--- config.mk ---
export PLATFORM = sky130hd
export DESIGN_NAME = credit_display_driver
export DESIGN_NICKNAME = d
export VERILOG_FILES = /design/src/rtl/credit_display_driver.sv
export SDC_FILE = /design/constraint.sdc
export NUM_CORES = 1
export LEC_CHECK = 0
export CAP_MARGIN = 20
export CORE_UTILIZATION = 50
export CTS_BUF_LIST = sky130_fd_sc_hd__clkbuf_16
export DETAILED_ROUTE_END_ITERATION = 8
export DONT_BUFFER_PORTS = 1
export MAX_ROUTING_LAYER = met4
export PLACE_DENSITY = 0.68
export SYNTH_ARGS = -nofsm -noshare
export SYNTH_HDL_FRONTEND = slang
export SYNTH_SLANG_ARGS = --single-unit
--- constraint.sdc ---
create_clock -name clk -period 5 [get_ports clk]
set_input_delay 1 -clock clk [delete_from_list [all_inputs] [get_ports clk]]
set_output_delay 1 -clock clk [all_outputs]
set_load 0.005 [all_outputs]
--- src/rtl/credit_display_driver.sv ---
// credit_display_driver: converts binary credits to BCD with a double-dabble engine and scans them onto a 5-digit active-low 7-segment display
// Ports: clk, reset (async, active-high); win_credits/is_win and total_credits/is_total are one-cycle capture strobes;
//        select is the active-low one-hot digit enable (bit 0 ones .. bit 3 thousands, bit 4 mode letter);
//        seven_segment_output is {g,f,e,d,c,b,a} active-low; busy = converter not idle; win_active = WIN display mode.
// Option: define CREDIT_WIN_BLINK_EN to blink the win digits with a BLINK_DIV-cycle half-period.
module credit_display_driver #(
  parameter int unsigned SCAN_DIV  = 25500,
  parameter int unsigned WIN_HOLD  = 76500000,
  parameter int unsigned BLINK_DIV = 6375000
) (
  input  logic        clk,
  input  logic        reset,
  input  logic [11:0] win_credits,
  input  logic        is_win,
  input  logic [11:0] total_credits,
  input  logic        is_total,
  output logic [4:0]  select,
  output logic [6:0]  seven_segment_output,
  output logic        busy,
  output logic        win_active
);
  localparam int SW = $clog2(SCAN_DIV + 1);
  localparam int HW = $clog2(WIN_HOLD + 1);
  localparam logic [SW-1:0] SCAN_LAST = SW'(SCAN_DIV - 1);
  localparam logic [HW-1:0] HOLD = HW'(WIN_HOLD);
  if (SCAN_DIV == 0 || WIN_HOLD == 0 || BLINK_DIV == 0) begin : g_bad_param
    $error("credit_display_driver: SCAN_DIV, WIN_HOLD and BLINK_DIV must be nonzero");
  end
  typedef enum logic [1:0] {IDLE, CONVERT, WRITE} state_t;
  state_t state, next_state;
  logic [11:0] win_bin, total_bin;
  logic pend_win, pend_total, cur_win, start, done, blink, blank;
  logic [27:0] shreg, adj;
  logic [3:0] bit_cnt, digit;
  logic [15:0] win_bcd, total_bcd, shown;
  logic [HW-1:0] hold_cnt;
  logic [SW-1:0] scan_cnt;
  logic [2:0] idx;
  logic [6:0] seg_next;
  function automatic logic [6:0] seg7(input logic [3:0] d);
    case (d)
      4'd0: seg7 = 7'b1000000;
      4'd1: seg7 = 7'b1111001;
      4'd2: seg7 = 7'b0100100;
      4'd3: seg7 = 7'b0110000;
      4'd4: seg7 = 7'b0011001;
      4'd5: seg7 = 7'b0010010;
      4'd6: seg7 = 7'b0000010;
      4'd7: seg7 = 7'b1111000;
      4'd8: seg7 = 7'b0000000;
      4'd9: seg7 = 7'b0010000;
      default: seg7 = 7'b1111111;
    endcase
  endfunction
  // The result is stored on the edge that leaves CONVERT; WRITE is the one-cycle settle before IDLE.
  always_comb begin
    start = state == IDLE && (pend_win || pend_total);
    done = state == CONVERT && bit_cnt == 4'd12;
    next_state = start ? CONVERT : done ? WRITE : state == WRITE ? IDLE : state;
  end
  always_comb begin
    adj = shreg;
    for (int i = 0; i < 4; i++)
      adj[12 + 4*i +: 4] = adj[12 + 4*i +: 4] >= 4'd5 ? adj[12 + 4*i +: 4] + 4'd3 : adj[12 + 4*i +: 4];
  end
  always_ff @(posedge clk or posedge reset)
    if (reset) state <= IDLE;
    else state <= next_state;
  // A strobe landing on the same edge as the load re-arms its pend flag, so the newer value is converted next.
  always_ff @(posedge clk or posedge reset) begin
    if (reset) begin
      win_bin <= '0;
      total_bin <= '0;
      pend_win <= 1'b0;
      pend_total <= 1'b0;
      cur_win <= 1'b0;
      shreg <= '0;
      bit_cnt <= '0;
      win_bcd <= '0;
      total_bcd <= '0;
    end else begin
      if (is_win) win_bin <= win_credits;
      if (is_total) total_bin <= total_credits;
      pend_win <= is_win || (pend_win && !start);
      pend_total <= is_total || (pend_total && !(start && !pend_win));
      if (start) begin
        shreg <= {16'd0, pend_win ? win_bin : total_bin};
        cur_win <= pend_win;
        bit_cnt <= '0;
      end else if (state == CONVERT && !done) begin
        shreg <= {adj[26:0], 1'b0};
        bit_cnt <= bit_cnt + 4'd1;
      end
      if (done && cur_win) win_bcd <= shreg[27:12];
      if (done && !cur_win) total_bcd <= shreg[27:12];
    end
  end
  always_ff @(posedge clk or posedge reset)
    if (reset) begin
      win_active <= 1'b0;
      hold_cnt <= '0;
    end else if (done && cur_win) begin
      win_active <= 1'b1;
      hold_cnt <= HOLD;
    end else if (win_active) begin
      hold_cnt <= hold_cnt - HW'(1);
      if (hold_cnt == HW'(1)) win_active <= 1'b0;
    end
  always_ff @(posedge clk or posedge reset)
    if (reset) begin
      scan_cnt <= '0;
      idx <= '0;
    end else if (scan_cnt == SCAN_LAST) begin
      scan_cnt <= '0;
      idx <= idx == 3'd4 ? 3'd0 : idx + 3'd1;
    end else begin
      scan_cnt <= scan_cnt + SW'(1);
    end
`ifdef CREDIT_WIN_BLINK_EN
  localparam int BW = $clog2(BLINK_DIV + 1);
  localparam logic [BW-1:0] BLINK_LAST = BW'(BLINK_DIV - 1);
  logic [BW-1:0] blink_cnt;
  always_ff @(posedge clk or posedge reset)
    if (reset) begin
      blink_cnt <= '0;
      blink <= 1'b0;
    end else if (blink_cnt == BLINK_LAST) begin
      blink_cnt <= '0;
      blink <= ~blink;
    end else begin
      blink_cnt <= blink_cnt + BW'(1);
    end
`else
  assign blink = 1'b0;
`endif
  always_comb begin
    shown = win_active ? win_bcd : total_bcd;
    digit = shown[{idx[1:0], 2'b00} +: 4];
    blank = (win_active && blink) || (idx == 3'd3 && shown[15:12] == 4'd0) ||
            (idx == 3'd2 && shown[15:8] == 8'd0) || (idx == 3'd1 && shown[15:4] == 12'd0);
    seg_next = idx == 3'd4 ? (win_active ? 7'b0001100 : 7'b0000111) : blank ? 7'b1111111 : seg7(digit);
  end
  always_ff @(posedge clk or posedge reset)
    if (reset) begin
      select <= 5'b11111;
      seven_segment_output <= 7'b1111111;
    end else begin
      select <= ~(5'b00001 << idx);
      seven_segment_output <= seg_next;
    end
  assign busy = state != IDLE;
endmodule

==> impl_metrics.ini <==
[hold_path]
hold_end = shreg[12]
hp-class = reg -> reg
hp-start = shreg[11]
hold_depth = 2

[floorplanning]
die_area_um2 = 14790
io_pins = 42
num_rows = 43
start_util_pct = 51.32
dieWidth_um = 121.6
core_um2 = 13930
fp.dieH_um = 121.6

[synthesis]
yosysTopAreaCell = dfrtp_1
synth_edf_count = 0
ys.flop_type = dfrtp_1
yosysWarnings = 0
ys_top_cells_by_area = dfrtp_1 (49%), mux2_2 (6.6%), dfstp_2 (4.4%)
synthArstFlopShare_pct = 100.0
syn_nets = 706
synth_seq_cells = 151
synth_top_area_share_pct = 48.64
postSynthAreaPerCell_um2 = 10.92
synth_seq_area_share_pct = 53.04
syn_inst = 655
synth_cell_types = 54
syn-cell-area_um2 = 7152

[detailed_routing]
routedWlPerCell_um = 15.51
num_vias = 4736
wirelength_mm = 13.12
drc = 0
drt_iter0_drc = 332
vias_per_cell = 5.598
drtAntennaViolNets = 0
dr.pass1.iters = 5

[clocking]
clk_latency_ns = 0.42
root_buffer = clkbuf_16
postCtsSetupRepairBufs = 0
cts_hold_buffers = 0
cts.htree.levels = 4
cts.repair.resized = 0
cts_buffers = 17
cts_sinks = 151
cts_tree = done
path_clk_slew_ns = 0.06
clockBufferDepth = 2

[setup_path]
crit_type = reg -> reg
worstPathCellList = mux4_2 -> mux2i_1 -> inv_1 -> ha_1 -> or2_2 -> o211ai_1 -> a21oi_1
crit_family = flip-flops
ff2ff_setup_slack_ns = 2.27
r2r_start = win_active
endpoint_kind = register
crit_buf_inv = 1
crit_slowest_cell = dfrtp_1
start_kind = register
reg2reg_to = seven_segment_output[6]
slowest_delay_ns = 0.92
crit_arrival_ns = 3.06
required_ns = 5.33
reg2reg_depth = 7
crit_path_max_fanout = 23

[final_layout]
antenna_cells = 0
stdcell_count = 846
area_delta_synth_final_pct = 11.21
drive_gt1_share_pct = 16.07
fin_nets = 704

[sta]
fin_crit_ns = 2.730
tightestPinTransition_ns = 1.020
maxClockFrequency_ghz = 0.3663
final-max-slew-violation-count = 0
fin_worst_skew_ns = 0.006506
finalCritPeriodShare_pct = 54.61
report.final.hold_viol_count = 0
setup_viol = 0
relSlewSlack_pct = 31.99
grt_setup_unrepaired = no
layout_setup_ws_ns = 2.270
hold_ws_ns = 0.4803
tns_ns = 0

[grt]
grt_pass1_vias = 4920
grt_max_degree = 123
grt_pass1_wl_mm = 23.11
grt.total_usage_pct = 20.69
antenna_found_initial = 0
grt.overflow.total = 0

[place]
post-place-ws_ns = 2.278
portBuffers = 0
place_hpwl_mm = 8.973
gp_congestion = 0.8370
dp.cells = 814

[power_and_ir_drop]
p_int_uw = 2785
power_uw = 4007
p_comb_share_pct = 24.1
vdd_drop_max_uv = 268.7
switching_share_pct = 30.49
leakage_uw = 0.003492
seq_power_share_pct = 41.9
clock_power_share_pct = 34.0
powerDensity_nw_per_um2 = 503.7
switchingPower_uw = 1222

[outcome]
status = complete, no violations

[job]
cap_violations = 0
-- state kept, by name, summed over array words and instances, names as in the netlist, 5 cells and up --
register / count
shreg: 28
scan_cnt: 15
select: 5
win_bin: 12
total_bcd: 16
seven_segment_output: 7
total_bin: 12
win_bcd: 16
hold_cnt: 27
-- cell usage after synthesis, types with 2 or more instances --
master / n
dfrtp_1: 139
nand2_1: 71
nor2_1: 58
mux2_2: 42
o21ai_0: 41
a21oi_1: 32
nand3_1: 26
inv_1: 24
ha_1: 23
xnor2_1: 21
xor2_1: 21
clkbuf_1: 20
a22oi_1: 13
dfstp_2: 12
nor4_1: 10
mux2i_1: 8
mux4_2: 8
nand4_1: 8
nor3_1: 8
o31ai_1: 6
a32o_1: 4
nand2b_1: 4
or4_1: 4
a31oi_1: 3
and2_1: 3
and3_1: 3
buf_2: 3
nor3b_1: 3
or3_1: 3
a21o_1: 2
and4bb_1: 2
buf_1: 2
buf_6: 2
nand4b_1: 2
nor2_2: 2
nor2b_1: 2
nor4_2: 2
or4_4: 2
-- placed cells by master (no fill, tap or decap), types with 4 or more instances in the layout --
cell,n
dfrtp_1,139
nand4_1,8
o31ai_1,6
buf_4,5
mux2_2,42
inv_1,25
o21ai_0,41
ha_1,23
nand2b_1,4
xor2_1,21
mux4_2,8
nor2_1,58
or4_1,4
a22oi_1,13
dfstp_2,12
bufinv_16,5
clkbuf_16,17
clkinv_1,4
nor4_1,10
nand2_1,71
a21oi_1,32
xnor2_1,21
nand3_1,26
nor3_1,8
mux2i_1,8
a32o_1,4
-- worst max path at each step --
stage | from | endpoint | slack, ns | depth (start not counted)
after floorplan | reset | bit_cnt[0] | 2.11 | 1
after global placement | win_active | seven_segment_output[6] | 2.40 | 7
after detailed placement | win_active | seven_segment_output[6] | 2.28 | 7
after CTS | win_active | seven_segment_output[6] | 2.26 | 7
after global routing | win_active | seven_segment_output[0] | 2.08 | 5
final | win_active | seven_segment_output[6] | 2.27 | 7
-- stage by stage --
step | util (%) | instance area [um^2]
finish | 57.08 | 7954
CTS | 57.08 | 7954
global placement | 52.52 | 7318
detailed placement | 52.52 | 7318
floorplan | - | 7156
global route | 57.08 | 7954
-- worst min-delay path: stages, from the launching register on --
cell	delay (ns)
dfrtp_1	0.34
nand2_1	0.05
o31ai_1	0.05
-- cells by family (layout without fill, tap and decap cells) --
logic type | after synthesis | after routing | share of synthesized area (%)
AND/OR/NAND/NOR | 220 | 220 | 15.33
AO/OA/AOI/OAI | 108 | 108 | 8.905
multiplexers | 59 | 59 | 10.57
XOR/XNOR | 42 | 42 | 5.144
buffers and inverters | 52 | 63 | 2.992
flip-flops | 151 | 151 | 53.04
adder cells (fa/ha/maj) | 23 | 23 | 4.024
-- area by class of cell --
type / instances / area [um^2]
fillers: 1168 / 5981
flip-flops and latches: 151 / 3794
inverters: 25 / 97.59
clock inverters: 15 / 210.2
repair buffers: 6 / 57.56
multi-input cells: 452 / 3144
clock buffers: 17 / 425.4
well taps: 180 / 225.2
-- metal layers --
layer  up-vias  part of all wire [%]  wire, um  GRT usage (%)
met2       105                    48      6248          32.10
met3        19                   4.2       553          4.775
met5         -                     0         0              -
met1      2322                    46      6080          26.34
met4         0                   1.8       236          8.102
li1       2290                     -         -              -
-- power groups by stage --
| stage | clock network (uW) | registers (uW) | logic (uW) |
|---|---|---|---|
| final | 1360 | 1680 | 964 |
| after global routing | 1440 | 1710 | 1110 |
| after CTS | 1390 | 1680 | 977 |
| after detailed placement | 0 | 1700 | 968 |
| after global placement | 0 | 1690 | 914 |
| after floorplan | 0 | 1630 | 791 |
No activity file was read; power rests on OpenSTA's default activity.
